`src/rtl/mpu_load.sv`:
```
// Matrix load engine: streams a row-major M x N float matrix from memory into one
// matrix register, one element per accepted memory beat, with a one-cycle done pulse.
package global_defs;
    localparam int FPBITS          = 31;
    localparam int MBITS           = 3;
    localparam int NBITS           = 3;
    localparam int MATRIX_REG_BITS = 2;
endpackage

package mpu_pkg;
    typedef enum logic [1:0] {LOAD_IDLE, LOAD_MATRIX, LOAD_DONE} load_state_t;
endpackage

module mpu_load
    import global_defs::*;
    import mpu_pkg::*;
(
    input  logic                       clk,
    input  logic                       rst,
    input  logic                       load_en_in,
    input  logic [MATRIX_REG_BITS:0]   mem_load_addr_in,
    input  logic [MBITS:0]             mem_m_load_size_in,
    input  logic [NBITS:0]             mem_n_load_size_in,
    input  logic                       mem_load_valid_in,
    input  logic [FPBITS:0]            mem_load_element_in,
    output logic                       mem_load_ack_out,
    output logic                       reg_load_en_out,
    output logic [MATRIX_REG_BITS:0]   reg_load_addr_out,
    output logic [MBITS:0]             reg_i_load_loc_out,
    output logic [NBITS:0]             reg_j_load_loc_out,
    output logic [FPBITS:0]            reg_load_element_out,
    output logic [MBITS:0]             reg_m_load_size_out,
    output logic [NBITS:0]             reg_n_load_size_out,
    output logic                       load_busy_out,
    output logic                       load_done_out
);

    load_state_t              state_q, state_d;
    logic [MATRIX_REG_BITS:0] addr_q;
    logic [MBITS:0]           m_q, row_ptr;
    logic [NBITS:0]           n_q, col_ptr;
    logic                     start, accept, last_col, last_elem;

    assign start     = (state_q == LOAD_IDLE) && load_en_in;
    assign accept    = mem_load_ack_out && mem_load_valid_in;
    assign last_col  = (col_ptr == n_q - (NBITS+1)'(1));
    assign last_elem = last_col && (row_ptr == m_q - (MBITS+1)'(1));

    always_ff @(posedge clk or posedge rst) begin
        if (rst) state_q <= LOAD_IDLE;
        else     state_q <= state_d;
    end

    always_comb begin
        state_d          = state_q;
        mem_load_ack_out = 1'b0;
        load_busy_out    = 1'b0;
        load_done_out    = 1'b0;
        case (state_q)
            LOAD_IDLE: begin
                if (load_en_in)
                    state_d = (mem_m_load_size_in == '0 || mem_n_load_size_in == '0)
                              ? LOAD_DONE : LOAD_MATRIX;
            end
            LOAD_MATRIX: begin
                mem_load_ack_out = 1'b1;
                load_busy_out    = 1'b1;
                if (accept && last_elem) state_d = LOAD_DONE;
            end
            LOAD_DONE: begin
                load_busy_out = 1'b1;
                load_done_out = 1'b1;
                state_d       = LOAD_IDLE;
            end
            default: state_d = LOAD_IDLE;
        endcase
    end

    // Write port is registered one edge behind the accept, so the final write lands
    // in the same cycle the FSM sits in LOAD_DONE.
    always_ff @(posedge clk or posedge rst) begin
        if (rst) begin
            addr_q               <= '0;
            m_q                  <= '0;
            n_q                  <= '0;
            row_ptr              <= '0;
            col_ptr              <= '0;
            reg_load_en_out      <= 1'b0;
            reg_i_load_loc_out   <= '0;
            reg_j_load_loc_out   <= '0;
            reg_load_element_out <= '0;
        end else begin
            reg_load_en_out <= accept;
            if (start) begin
                addr_q  <= mem_load_addr_in;
                m_q     <= mem_m_load_size_in;
                n_q     <= mem_n_load_size_in;
                row_ptr <= '0;
                col_ptr <= '0;
            end
            if (accept) begin
                reg_i_load_loc_out   <= row_ptr;
                reg_j_load_loc_out   <= col_ptr;
                reg_load_element_out <= mem_load_element_in;
                if (last_col) begin
                    col_ptr <= '0;
                    row_ptr <= row_ptr + (MBITS+1)'(1);
                end else begin
                    col_ptr <= col_ptr + (NBITS+1)'(1);
                end
            end
        end
    end

    assign reg_load_addr_out   = addr_q;
    assign reg_m_load_size_out = m_q;
    assign reg_n_load_size_out = n_q;

endmodule

```
`config.mk`:
```
export PLATFORM = sky130hd
export DESIGN_NAME = mpu_load
export DESIGN_NICKNAME = d
export VERILOG_FILES = /design/src/rtl/mpu_load.sv
export SDC_FILE = /design/constraint.sdc
export NUM_CORES = 1
export LEC_CHECK = 0
export ABC_AREA = 1
export BUFFER_PORTS_ARGS = -buffer_cell sky130_fd_sc_hd__buf_2
export CORE_ASPECT_RATIO = 0.5
export CORE_MARGIN = 3
export CORE_UTILIZATION = 49
export CTS_CLUSTER_SIZE = 28
export DETAILED_ROUTE_END_ITERATION = 7
export GPL_ROUTABILITY_DRIVEN = 0
export PLACE_DENSITY_LB_ADDON = 0.05
export SLEW_MARGIN = 20
export SYNTH_ARGS = -nofsm -noshare
export SYNTH_HDL_FRONTEND = slang
export SYNTH_SLANG_ARGS = --single-unit
export TNS_END_PERCENT = 1
```
`constraint.sdc`:
```
create_clock -name clk -period 2.8 [get_ports clk]
set_input_delay 0.56 -clock clk [delete_from_list [all_inputs] [get_ports clk]]
set_output_delay 0.56 -clock clk [all_outputs]
set_load 0.005 [all_outputs]
```
Yosys cells after proc, flatten, opt, wreduce, memory -nomap -nowiden
Index checks and enable logic that the tools add are counted.
{"block": "classes", "addsub": 4, "n_eq_ne": 6, "muxes": 13, "n_reduce_logical": 11}
{"cell": "$mux 4", "count": 6}
{"cell": "$add 4x1->4 const B", "count": 2}
{"cell": "$eq 4x4->1", "count": 2}
{"cell": "$logic_not 4->1", "count": 2}
{"cell": "$sub 4x1->4 const B", "count": 2}
{"cell": "$mux 2", "count": 3}
{"cell": "$logic_and 1x1->1", "count": 4}
{"cell": "$ne 2x2->1 const B", "count": 2}
{"cell": "$pmux 2 s2", "count": 1}
{"cell": "$mux 1", "count": 3}
{"cell": "$eq 2x1->1 const B", "count": 1}
{"cell": "$eq 2x2->1 const B", "count": 1}
{"cell": "$logic_not 2->1", "count": 1}
{"cell": "$reduce_and 2->1", "count": 1}
{"cell": "$reduce_bool 2->1", "count": 1}
{"cell": "$reduce_or 2->1", "count": 1}
{"cell": "$logic_or 1x1->1", "count": 1}
{"block": "word_totals", "reg_bits": 62, "output_inout_bits": 55, "elab_cells": 44}

Depth between registers and ports, before layout
{"block": "logic_depth", "ltp_word": 6, "ltp_mapped": 15, "depth_no_buf": 15}

Worst setup path before layout
No wires, ideal clock.
{"block": "synth_path", "kind": "register -> register", "from": "register n_q[1], in the netlist reg_n_load_size_out[1]", "to": "register state_q[0]", "arrival_time_ns": 1.482, "setup_slack_ns": 1.202, "stages_incl_launch_ff": 14, "path_buffers": 0, "period_less_slack_ns": 1.598, "path_cell_list": "dfrtp_1 -> clkinv_1 -> ha_1 -> inv_2 -> nand2_1 -> nand2_1 -> nor2_2 -> nand3_2 -> nor2_4 -> nand2_2 -> nand2_2 -> nand2_2 -> nand2_1 -> nand2_1"}
{"block": "synth_via", "elab_chain_len": 6}
{"element": "from (decl)", "line_no": "41", "source": "logic [NBITS:0] n_q, col_ptr;"}
{"element": "from (signal assigned)", "line_no": "97", "source": "n_q <= mem_n_load_size_in;"}
{"element": "$sub 4x1->4", "line_no": "46", "source": "assign last_col = (col_ptr == n_q - (NBITS+1)'(1));"}
{"element": "$eq 4x4->1", "line_no": "46"}
{"element": "$logic_and 1x1->1", "line_no": "47", "source": "assign last_elem = last_col && (row_ptr == m_q - (MBITS+1)'(1));"}
{"element": "$logic_and 1x1->1", "line_no": "68", "source": "if (accept && last_elem) state_d = LOAD_DONE;"}
{"element": "$ne 2x2->1 (no source line)"}
{"element": "$reduce_and 2->1 (no source line)"}
{"element": "to (signal assigned)", "line_no": "51", "source": "else state_q <= state_d;"}
{"element": "to (decl)", "line_no": "38", "source": "load_state_t state_q, state_d;"}
Every way passes these cells.
A chain may end at the register's enable or synchronous reset.

Worst setup path after layout
{"block": "layout_path", "from": "register n_q[0], in the netlist reg_n_load_size_out[0]", "to": "register state_q[1]"}
The elaborated chain is that of the path after synthesis.

==> out/results.ini <==
[critical_path]
startpoint=reg_n_load_size_out[0]
path_class=reg2reg
end_kind=flip-flop
required_ps=3010
rr_startpoint=reg_n_load_size_out[0]
cp_max_fo=5
cp-start-kind=flip-flop
arrival_ps=2060

[sta]
fin_setup_tns_ps=0
finalSetupViolCount=0
fmax_mhz=540
finClkSkew_ps=5.98
drv_slew=0
period_needed_ps=1850
max-slew-margin-rel_pct=54.5
rsz0062_at_grt=false
whs_ps=87.4
final.period_utilization_pct=66.1
worst_slew_pin_slew_ps=680
hold_violations=0
setup_ws_ps=948

[yosys]
syn_avg_cell_area_um2=8.30
synth_largest_area_cell=dfrtp_1
ys_types=25
netlist_top_cells_count=nand2_1 (152), dfrtp_1 (62), inv_1 (28)
syn_inst=334
synth-async-reset-ratio_pct=100
synth-edff-count=0
synth_top_family_by_area=simple AND/OR/NAND/NOR gates
yosysMostFrequentCell=nand2_1
yosys.area_share.simple_pct=26.5
yosys_warnings=0
synth_top_area_share_pct=56.0
synth_fa_ha_area_share_pct=3.16
synthMuxAreaShare_pct=1.22
synth_compound_area_share_pct=4.92
ys_seq_area_share_pct=56.0
synth_xor_area_share_pct=1.26
syn_area_um2=2770
synth_area_leaders=dfrtp_1 (56%), nand2_1 (21%), inv_1 (3.8%)
synth-seq-cells=62
syn_nets=388
synth_ff_type=dfrtp_1

[floorplanning]
design.die.area_um2=6650
initial_utilization_pct=53.5
die_w_um=112
core_um2=5180
num_rows=18
ios=102
die-height_um=59.2

[clock_tree]
cts.clk_slew.worst_paths_ps=50
cts.sinks=62
htreeDepth=3
cts_setup_buffers=0
clk_path_buf_depth=2
cts_tree=done
cts-hold-fix-buffers=0
cts-root-buf=clkbuf_16
cts_inserted_buffers=9
postCtsResizedCells=0
insertion_delay_ps=320

[hold_path]
hold_class=in2async

[power_and_ir_drop]
power.leakage_nw=2.13
p_total_mw=4.04
vdd_drop_max_mv=0.601
p_per_area_nw_per_um2=1110

[finish]
area_growth_syn_to_layout_pct=31.9
final_util_pct=70.6
nets=493
n_fill_cell=398
antenna_cells=0
drive_gt1_share_pct=32.3

[detailed_routing]
vias=2411
dr.pass1.iters=4
drc=0
wl_met1_um=2820
drt-total-wl_um=6230
dr.first_iter.drc_count=124
top_layer=met4
antenna_left=0
post_drt_wl_per_cell_um=12.1
met2_wirelength_um=2770
wl_met3_um=567
vias_per_cell=4.70

[placement]
pre_cts_ws_ps=972
dp_hpwl_um=4570
port_buffers=101

[global_routing]
grtUsageTotal_pct=19.8
grt_max_degree=49
overflow=0
grt_pass1_vias=2259
grt_antenna_before_repair=0
grt_first_pass_wirelength_um=10300

[run_status]
status=finished clean

[flow_run]
cap_violations=0

==> cells by family (layout without fill, tap and decap cells) <==
family          Yosys count  in the layout
buf+inv                  50            159
mux                       3              3
flops                    62             62
simple gates            182            182
fa+ha+maj                 7              7
xor+xnor                  4              4
compound gates           26             26
==> routing by layer <==
| metal | vias to the layer above | global-route usage [%] |
|---|---|---|
| li1 | 1237 | - |
| met1 | 1085 | 25.8 |
| met2 | 81 | 31.4 |
| met3 | 8 | 7.95 |
| met4 | 0 | 5.14 |
| met5 | - | 0 |
==> cell type report <==
type / count / area [um^2] / share of cell area, %
clock buffers: 12 / 267 / 7.29
clock inverters: 3 / 42.5 / 1.16
inverters: 39 / 146 / 4.00
multi-input cells: 222 / 1030 / 28.1
flip-flops and latches: 62 / 1550 / 42.4
well taps: 70 / 87.6 / 2.39
repair buffers: 105 / 536 / 14.6
==> final timing paths <==
path,to,slack (ps),cells past startpoint
worst min-delay path,reg_load_addr_out[0],90,2
worst max-delay path,state_q[1],950,12
worst max register to register,state_q[1],950,12
worst min register to register,reg_load_element_out[29],470,2
max in group asynchronous,row_ptr[3],2090,3
min in group clk,reg_load_element_out[2],430,3
==> worst max-delay path: stages, from the launching register on <==
cell     delay, ps
dfrtp_1        420
inv_2           70
ha_1           320
nand2_1         80
nand2_1         70
nor2_2         130
nand3_2        100
nor2_4         230
nand2_2         80
nand2_2         80
nand2_2         60
nand2_1         60
nand2_1         50
==> sequential cells by signal, indices dropped and copies added (netlist names), 2 cells and up <==
signal                cells
col_ptr                   4
state_q                   2
row_ptr                   4
reg_m_load_size_out       4
reg_load_element_out     32
reg_j_load_loc_out        4
reg_load_addr_out         3
reg_n_load_size_out       4
reg_i_load_loc_out        4
==> power breakdown <==
group          total [mW]  switching [mW]  internal, mW
Clock                1.12           0.363         0.754
Combinational        1.42           0.802         0.615
Sequential           1.51           0.237          1.27
==> cell usage in the layout, fill, tap and decap left out, drive strengths merged <==
| cell type | count |
|---|---|
| a21o | 1 |
| a21oi | 1 |
| buf | 105 |
| bufinv | 1 |
| clkbuf | 12 |
| clkinv | 2 |
| clkinvlp | 1 |
| dfrtp | 62 |
| ha | 7 |
| inv | 38 |
| mux2 | 3 |
| nand2 | 157 |
| nand3 | 14 |
| nand4 | 1 |
| nor2 | 9 |
| nor3 | 1 |
| o21ai | 21 |
| o22ai | 3 |
| xnor2 | 2 |
| xor2 | 2 |
==> per-stage QoR <==
stage,cell area [um^2],instances
finish,3660,513
global route,3660,513
CTS,3660,513
detailed placement,3350,498
global placement,3350,498
floorplan,2770,334
No activity file was read; power rests on OpenSTA's default activity.
